==> src/rtl/tff_bank.sv <==
// Bank of WIDTH T flip-flops with per-bit toggle, chained up/down count and
// parallel load. tc is a same-cycle terminal-count flag for cascading banks.
module tff_bank #(
   parameter int unsigned     WIDTH = 4,
   parameter logic [WIDTH-1:0] INIT = '0
) (
   input  logic             clk,
   input  logic             reset,
   input  logic             en,
   input  logic [1:0]       mode,
   input  logic [WIDTH-1:0] t,
   input  logic [WIDTH-1:0] d,
   output logic [WIDTH-1:0] q,
   output logic             tc,
   output logic             wrap
);

   localparam logic [1:0] MODE_TOGGLE = 2'b00;
   localparam logic [1:0] MODE_UP     = 2'b01;
   localparam logic [1:0] MODE_DOWN   = 2'b10;
   localparam logic [1:0] MODE_LOAD   = 2'b11;

   logic [WIDTH-1:0] up_t;
   logic [WIDTH-1:0] down_t;
   logic [WIDTH-1:0] tog;

   // T input of each bit in counting modes: AND of all lower (inverted) q bits
   always_comb begin
      up_t      = '0;
      down_t    = '0;
      up_t[0]   = 1'b1;
      down_t[0] = 1'b1;
      for (int unsigned i = 1; i < WIDTH; i++) begin
         up_t[i]   = up_t[i-1] & q[i-1];
         down_t[i] = down_t[i-1] & ~q[i-1];
      end
   end

   always_comb begin
      tog = '0;
      case (mode)
         MODE_TOGGLE: tog = t;
         MODE_UP:     tog = up_t;
         MODE_DOWN:   tog = down_t;
         default:     tog = '0;
      endcase
   end

   assign tc = en & (((mode == MODE_UP) & (&q)) | ((mode == MODE_DOWN) & ~(|q)));

   // wrap is tc delayed one enabled edge, so it never stays high while disabled
   always_ff @(posedge clk) begin
      if (!reset) begin
         q    <= INIT;
         wrap <= 1'b0;
      end else if (!en) begin
         wrap <= 1'b0;
      end else begin
         wrap <= tc;
         if (mode == MODE_LOAD) q <= d;
         else                   q <= q ^ tog;
      end
   end

endmodule
==> config.mk <==
export PLATFORM = sky130hd
export DESIGN_NAME = tff_bank
export DESIGN_NICKNAME = d
export VERILOG_FILES = /design/src/rtl/tff_bank.sv
export SDC_FILE = /design/constraint.sdc
export NUM_CORES = 1
export LEC_CHECK = 0
export CAP_MARGIN = 5
export CELL_PAD_IN_SITES_DETAIL_PLACEMENT = 0
export CELL_PAD_IN_SITES_GLOBAL_PLACEMENT = 1
export CORE_UTILIZATION = 32
export CTS_BUF_LIST = sky130_fd_sc_hd__clkbuf_8
export CTS_CLUSTER_DIAMETER = 120
export CTS_CLUSTER_SIZE = 16
export DETAILED_ROUTE_END_ITERATION = 12
export PLACE_DENSITY = 0.89
export SLEW_MARGIN = 30
export SYNTH_ARGS = -nofsm -noshare
export SYNTH_HDL_FRONTEND = slang
export SYNTH_SLANG_ARGS = --single-unit
export TNS_END_PERCENT = 50
==> constraint.sdc <==
create_clock -name clk -period 4.1 [get_ports clk]
set_clock_uncertainty 0.2 [all_clocks]
set_input_delay 0.41 -clock clk [delete_from_list [all_inputs] [get_ports clk]]
set_output_delay 0.41 -clock clk [all_outputs]
set_load 0.005 [all_outputs]
==> results of run 1 <==
logic make-up (layout without fill, tap and decap cells):
family          after synthesis  after routing
buf+inv                       8             27
simple gates                 23             23
fa+ha+maj                     6              6
flops                         5              5
compound gates               16             16
synth_stat cells, drive strengths merged:
| cell | count | area (um^2) |
|---|---|---|
| dfxtp | 5 | 100 |
| clkbuf | 3 | 11.3 |
| nor2 | 2 | 7.51 |
| and4 | 1 | 8.76 |
| nor4 | 2 | 12.5 |
| nand2 | 6 | 22.5 |
| ha | 6 | 75.1 |
| o21a | 3 | 23.8 |
| a32oi | 1 | 8.76 |
| a41oi | 1 | 8.76 |
| or3b | 1 | 8.76 |
| o22ai | 2 | 18.8 |
| nand4 | 2 | 12.5 |
| a31oi | 3 | 18.8 |
| a21oi | 3 | 15.0 |
| o21ai | 1 | 5.00 |
| o211ai | 1 | 7.51 |
| or4b | 1 | 10.0 |
| nand2b | 1 | 6.26 |
| and3b | 1 | 10.0 |
| and2 | 2 | 12.5 |
| nand3 | 2 | 10.0 |
| a221o | 1 | 10.0 |
| and2b | 1 | 8.76 |
| nor4b | 1 | 8.76 |
| inv | 5 | 18.8 |
power breakdown:
| part | switching [mW] | internal [mW] |
|---|---|---|
| sequential | 0.00663 | 0.0532 |
| clock | 0.0262 | 0.0644 |
| combinational | 0.0210 | 0.0314 |
| total | 0.0538 | 0.149 |
registers in the layout, summed over array words and instances (netlist names):
name,cells
q,4
wrap,1
worst max path at each step:
stage                 start   end  slack, ps
detailed placement  mode[0]    tc       1410
CTS                 mode[0]    tc       1410
global route        mode[0]    tc       1260
finish              mode[1]    tc       1420
global placement    mode[0]    tc       1410
floorplan           mode[0]  q[2]       2340
area by class of cell:
type / instances / area, um^2
timing repair buffer: 18 / 180
multi-input combinational: 45 / 330
sequential: 5 / 100
inverter: 5 / 18.8
fill: 129 / 624
tap: 15 / 18.8
clock inverter: 1 / 3.75
clock buffer: 3 / 41.3
layer usage:
metal / track usage [%] / up-vias / wire [um]
li1: - / 253 / -
met1: 22.0 / 218 / 559
met2: 25.0 / 18 / 488
met3: 3.33 / 0 / 49
met4: 10.3 / 0 / 0
met5: 0 / - / 0
tightest hold or removal path, stage by stage, from the launching register on:
cell     delay (ps)
dfxtp_1         340
nand2_1          80
o22ai_2          60
==> results.py, run 1 <==
metrics = {
    "run_status": {
        "outcome": "finished, final reports clean",
    },
    "floorplanning": {
        "row_count": 13,
        "die-width_um": 39.9,
        "core-area_mm2": 0.00132,
        "io_pins": 19,
        "chipHeight_um": 39.9,
        "start_util_pct": 34.9,
        "die-area_mm2": 0.00159,
    },
    "clock_tree": {
        "htree_levels": 1,
        "cts-resized-gates": 0,
        "cts_buffers": 3,
        "cts_root_buf": "clkbuf_8",
        "holdBufCountCts": 0,
        "cts_num_sinks": 5,
        "post_cts_buffers": 0,
        "clkLatencyLatePin_ps": 220,
        "clockBufferDepth": 2,
        "clk_pin_slew_ps": 40,
        "cts_tree": "yes",
    },
    "worst_setup_path": {
        "slowest_delay_ps": 490,
        "critPathKind": "in -> out",
        "path_depth": 7,
        "cpLargestDelayFamily": "buffers and inverters",
        "cp_num_buf_inv": 3,
        "rr_startpoint": "q[1]",
        "reg2reg_to": "q[3]",
        "required_ps": 3490,
        "path_cells": "clkdlybuf4s50_1 > inv_1 > ha_1 > nand4_1 > nor2_1 > o21a_1 > clkdlybuf4s50_1",
        "r2r_setup_slack_ps": 2430,
        "worstPathMaxFanout": 5,
        "r2r_cells": 4,
        "cp-start-kind": "input port",
        "slowest_stage": "clkdlybuf4s50_1",
        "cpMostUsedCell": "clkdlybuf4s50_1",
        "crit_arrival_ps": 2070,
        "endpoint_kind": "output pin",
    },
    "timing": {
        "setup_ws_ps": 1420,
        "layout_min_cycle_time_ps": 2680,
        "setup_viol": 0,
        "tns_ps": 0,
        "rsz0062_at_grt": "no",
        "drv_slew": 0,
        "slew-limit-headroom_pct": 77.0,
        "holdWs_ps": 331,
        "finalHoldViolations": 0,
        "worst_pin_slew_ps": 343,
        "max_freq_mhz": 374,
        "period_share_pct": 65.3,
    },
    "hold_path": {
        "hold_class": "reg -> reg",
        "min_from": "q[3]",
        "min_to": "q[3]",
        "whs_path_depth": 2,
    },
    "global_routing": {
        "antenna_found_initial": 0,
        "gr-total-overflow": 0,
        "grt_pass1_vias": 409,
        "grt_max_degree": 12,
        "track_usage_pct": 16.8,
        "grt_pass1_wl_um": 1730,
    },
    "power_and_ir_drop": {
        "cellPowerDensity_mw_per_mm2": 293,
        "leakage_nw": 0.271,
        "power_uw": 203,
        "ir_worst_vdd_mv": 0.0842,
    },
    "final_layout": {
        "layout_commonest_cell": "clkdlybuf4s50_1",
        "final_cell_mix": "clkdlybuf4s50_1 (18), inv_1 (6), nand2_1 (6), ha_1 (6), dfxtp_1 (5)",
        "syn_to_final_growth_pct": 50.5,
        "layout-drive-gt1-share_pct": 9.09,
        "finish.net_count": 97,
        "post-route-util_pct": 52.6,
        "instances_no_fill": 92,
        "fin_area_um2": 693,
        "antenna_cells": 0,
    },
    "placement": {
        "portBuffers": 18,
        "gp_congestion": 0.785,
        "place_inst": 88,
        "post-place-ws_ps": 1410,
        "dpl_cell_area_um2": 648,
        "dp_hpwl_um": 831,
    },
    "yosys": {
        "synth-xor-area-share_pct": 0,
        "synth_nets": 77,
        "synth_top_family_by_area": "simple AND/OR/NAND/NOR gates",
        "ys_ff_latch": 5,
        "synth_sequential_area_ratio_pct": 21.7,
        "synth-simple-area-share_pct": 30.2,
        "yosys.cell_types.count": 28,
        "syn_inst": 58,
        "yosys-mux-area-fraction_pct": 0,
        "synth_fa_ha_area_share_pct": 16.3,
        "synth_area_per_cell_um2": 7.94,
        "syn_area_um2": 460,
        "synth_compound_area_share_pct": 25.3,
        "yosysWarnings": 0,
    },
    "detailed_routing": {
        "drt_iter0_markers": 7,
        "drc": 0,
        "antenna_left": 0,
        "vias": 489,
        "drt-pass1-iter-count": 4,
        "avgRoutedWirePerCell_um": 11.9,
        "viasPerCell": 5.32,
        "drt-total-wl_um": 1100,
    },
    "run": {
        "drv_cap": 0,
    },
}
No activity file was read; power rests on OpenSTA's default activity.
==> inputs of run 2 (changes only) <==
--- a/config.mk
+++ b/config.mk
@@ -8,12 +8,13 @@
 export CAP_MARGIN = 5
 export CELL_PAD_IN_SITES_DETAIL_PLACEMENT = 0
 export CELL_PAD_IN_SITES_GLOBAL_PLACEMENT = 1
-export CORE_UTILIZATION = 32
+export CORE_ASPECT_RATIO = 0.9
+export CORE_UTILIZATION = 30
 export CTS_BUF_LIST = sky130_fd_sc_hd__clkbuf_8
 export CTS_CLUSTER_DIAMETER = 120
 export CTS_CLUSTER_SIZE = 16
 export DETAILED_ROUTE_END_ITERATION = 12
-export PLACE_DENSITY = 0.89
+export PLACE_DENSITY = 0.85
 export SLEW_MARGIN = 30
 export SYNTH_ARGS = -nofsm -noshare
 export SYNTH_HDL_FRONTEND = slang
==> constraint.sdc (replaced) <==
create_clock -name clk -period 2.7 [get_ports clk]
set_clock_uncertainty 0.2 [all_clocks]
set_input_delay 0.27 -clock clk [delete_from_list [all_inputs] [get_ports clk]]
set_output_delay 0.27 -clock clk [all_outputs]
set_load 0.005 [all_outputs]
==> results.py, run 2 (synthesized netlist as in run 1, its figures left out) <==
metrics = {
    "global_routing": {
        "grt_pass1_wl_um": 1870,
        "track_usage_pct": 15.9,
        "grt_use_met3_pct": 5.61,
        "antenna_found_initial": 0,
        "busiest_layer": "met2",
        "gr-total-overflow": 0,
        "met1_usage_pct": 20.2,
        "met2_usage_pct": 23.1,
        "grt_max_degree": 12,
        "grt_pass1_vias": 426,
    },
    "final_layout": {
        "finish.net_count": 98,
        "reg.largest.list": "q: 4 flops, wrap: 1 flops",
        "antenna_cells": 0,
        "layout-drive-gt1-share_pct": 10.3,
        "layout_commonest_cell": "clkdlybuf4s50_1",
        "syn_to_final_growth_pct": 52.2,
        "largest_register_ffs": 4,
        "instances_no_fill": 93,
        "final_cell_mix": "clkdlybuf4s50_1 (18), inv_1 (6), nand2_1 (6), ha_1 (6), dfxtp_1 (5)",
        "largest_register": "q",
    },
    "clock_tree": {
        "cts_root_buf": "clkbuf_8",
        "cts_num_sinks": 5,
        "clk_pin_slew_ps": 30,
        "htree_levels": 1,
        "post_cts_buffers": 0,
        "cts-resized-gates": 0,
        "holdBufCountCts": 0,
        "clockBufferDepth": 2,
        "cts_tree": "yes",
        "cts_buffers": 3,
        "clkLatencyLatePin_ps": 220,
    },
    "placement": {
        "gp_congestion": 0.772,
        "portBuffers": 18,
        "dp_hpwl_um": 885,
        "place_inst": 89,
    },
    "floorplanning": {
        "io_pins": 19,
        "start_util_pct": 32.2,
        "die-area_mm2": 0.00170,
        "die-width_um": 43.3,
        "chipHeight_um": 39.2,
        "core-area_mm2": 0.00143,
        "row_count": 13,
    },
    "hold_path": {
        "hold_class": "reg -> reg",
    },
    "timing": {
        "period_share_pct": 90.7,
        "setup_viol": 0,
        "finalHoldViolations": 0,
        "layout_min_cycle_time_ps": 2450,
        "tns_ps": 0,
        "slew-limit-headroom_pct": 77.3,
        "drv_slew": 0,
        "worst_pin_slew_ps": 340,
        "max_freq_mhz": 409,
        "rsz0062_at_grt": "no",
    },
    "detailed_routing": {
        "antenna_left": 0,
        "drt_iter0_markers": 12,
        "drc": 0,
        "viasPerCell": 5.32,
        "avgRoutedWirePerCell_um": 12.2,
        "drt-total-wl_um": 1130,
        "drt-pass1-iter-count": 4,
        "vias": 495,
    },
    "run_status": {
        "outcome": "finished, final reports clean",
    },
    "worst_setup_path": {
        "cp-start-kind": "input port",
        "endpoint_kind": "output pin",
        "required_ps": 2230,
        "critPathKind": "in -> out",
        "worstPathMaxFanout": 5,
        "crit_arrival_ps": 1980,
    },
    "power_and_ir_drop": {
        "ir_worst_vdd_mv": 0.228,
        "leakage_nw": 0.275,
        "cellPowerDensity_mw_per_mm2": 440,
    },
    "run": {
        "drv_cap": 0,
    },
}
run 2: cell count changes in the layout (fill, tap and decap cells not counted):
cell and delta:
buf_4 +1
run 2: final cells by class:
class,count,area [um^2]
fillers,147,731
multi-input cells,45,330
repair buffers,19,188
flip-flops and latches,5,100
clock buffers,3,41.3
inverters,5,18.8
well taps,15,18.8
clock inverters,1,3.75
run 2: where the power goes:
part | switching [mW] | internal (mW) | leakage, nW
sequential | 0.00986 | 0.0808 | 0.0410
combinational | 0.0333 | 0.0488 | 0.208
clock | 0.0379 | 0.0975 | 0.0269
total | 0.0810 | 0.227 | 0.275
run 2: critical path, cell delays in order:
cell and delay (ps):
clkdlybuf4s50_1 490, inv_1 130, ha_1 200, nand4_1 130, nor2_1 110, o21a_1 140
clkdlybuf4s50_1 500
run 2: metal layers:
| metal | part of all wire, % | up-vias | routed length (um) |
|---|---|---|---|
| met2 | 43 | 13 | 491 |
| li1 | - | 253 | - |
| met1 | 51 | 227 | 579 |
| met3 | 4.4 | 2 | 50 |
| met5 | 0 | - | 0 |
| met4 | 0.88 | 0 | 10 |
run 2: through the flow:
stage / setup slack (ps) / hold slack (ps) / cell area (um^2) / utilization (%) / power (mW)
finish: 252 / 319 / 701 / 49.0 / 0.308
global route: 88.0 / 344 / 701 / 49.0 / 0.330
CTS: 249 / 320 / 701 / 49.0 / 0.312
detailed placement: 249 / 309 / 656 / 45.8 / 0.173
global placement: 279 / 312 / 656 / 45.8 / 0.173
floorplan: 1080 / 241 / 460 / - / 0.130
run 2: worst paths after layout:
kind	slack (ps)	cells past startpoint	from	end
setup / recovery	250	7	mode[1]	tc
hold / removal	320	2	q[3]	q[3]
setup reg to reg	1000	4	q[1]	q[3]
hold reg to reg	320	2	q[3]	q[3]
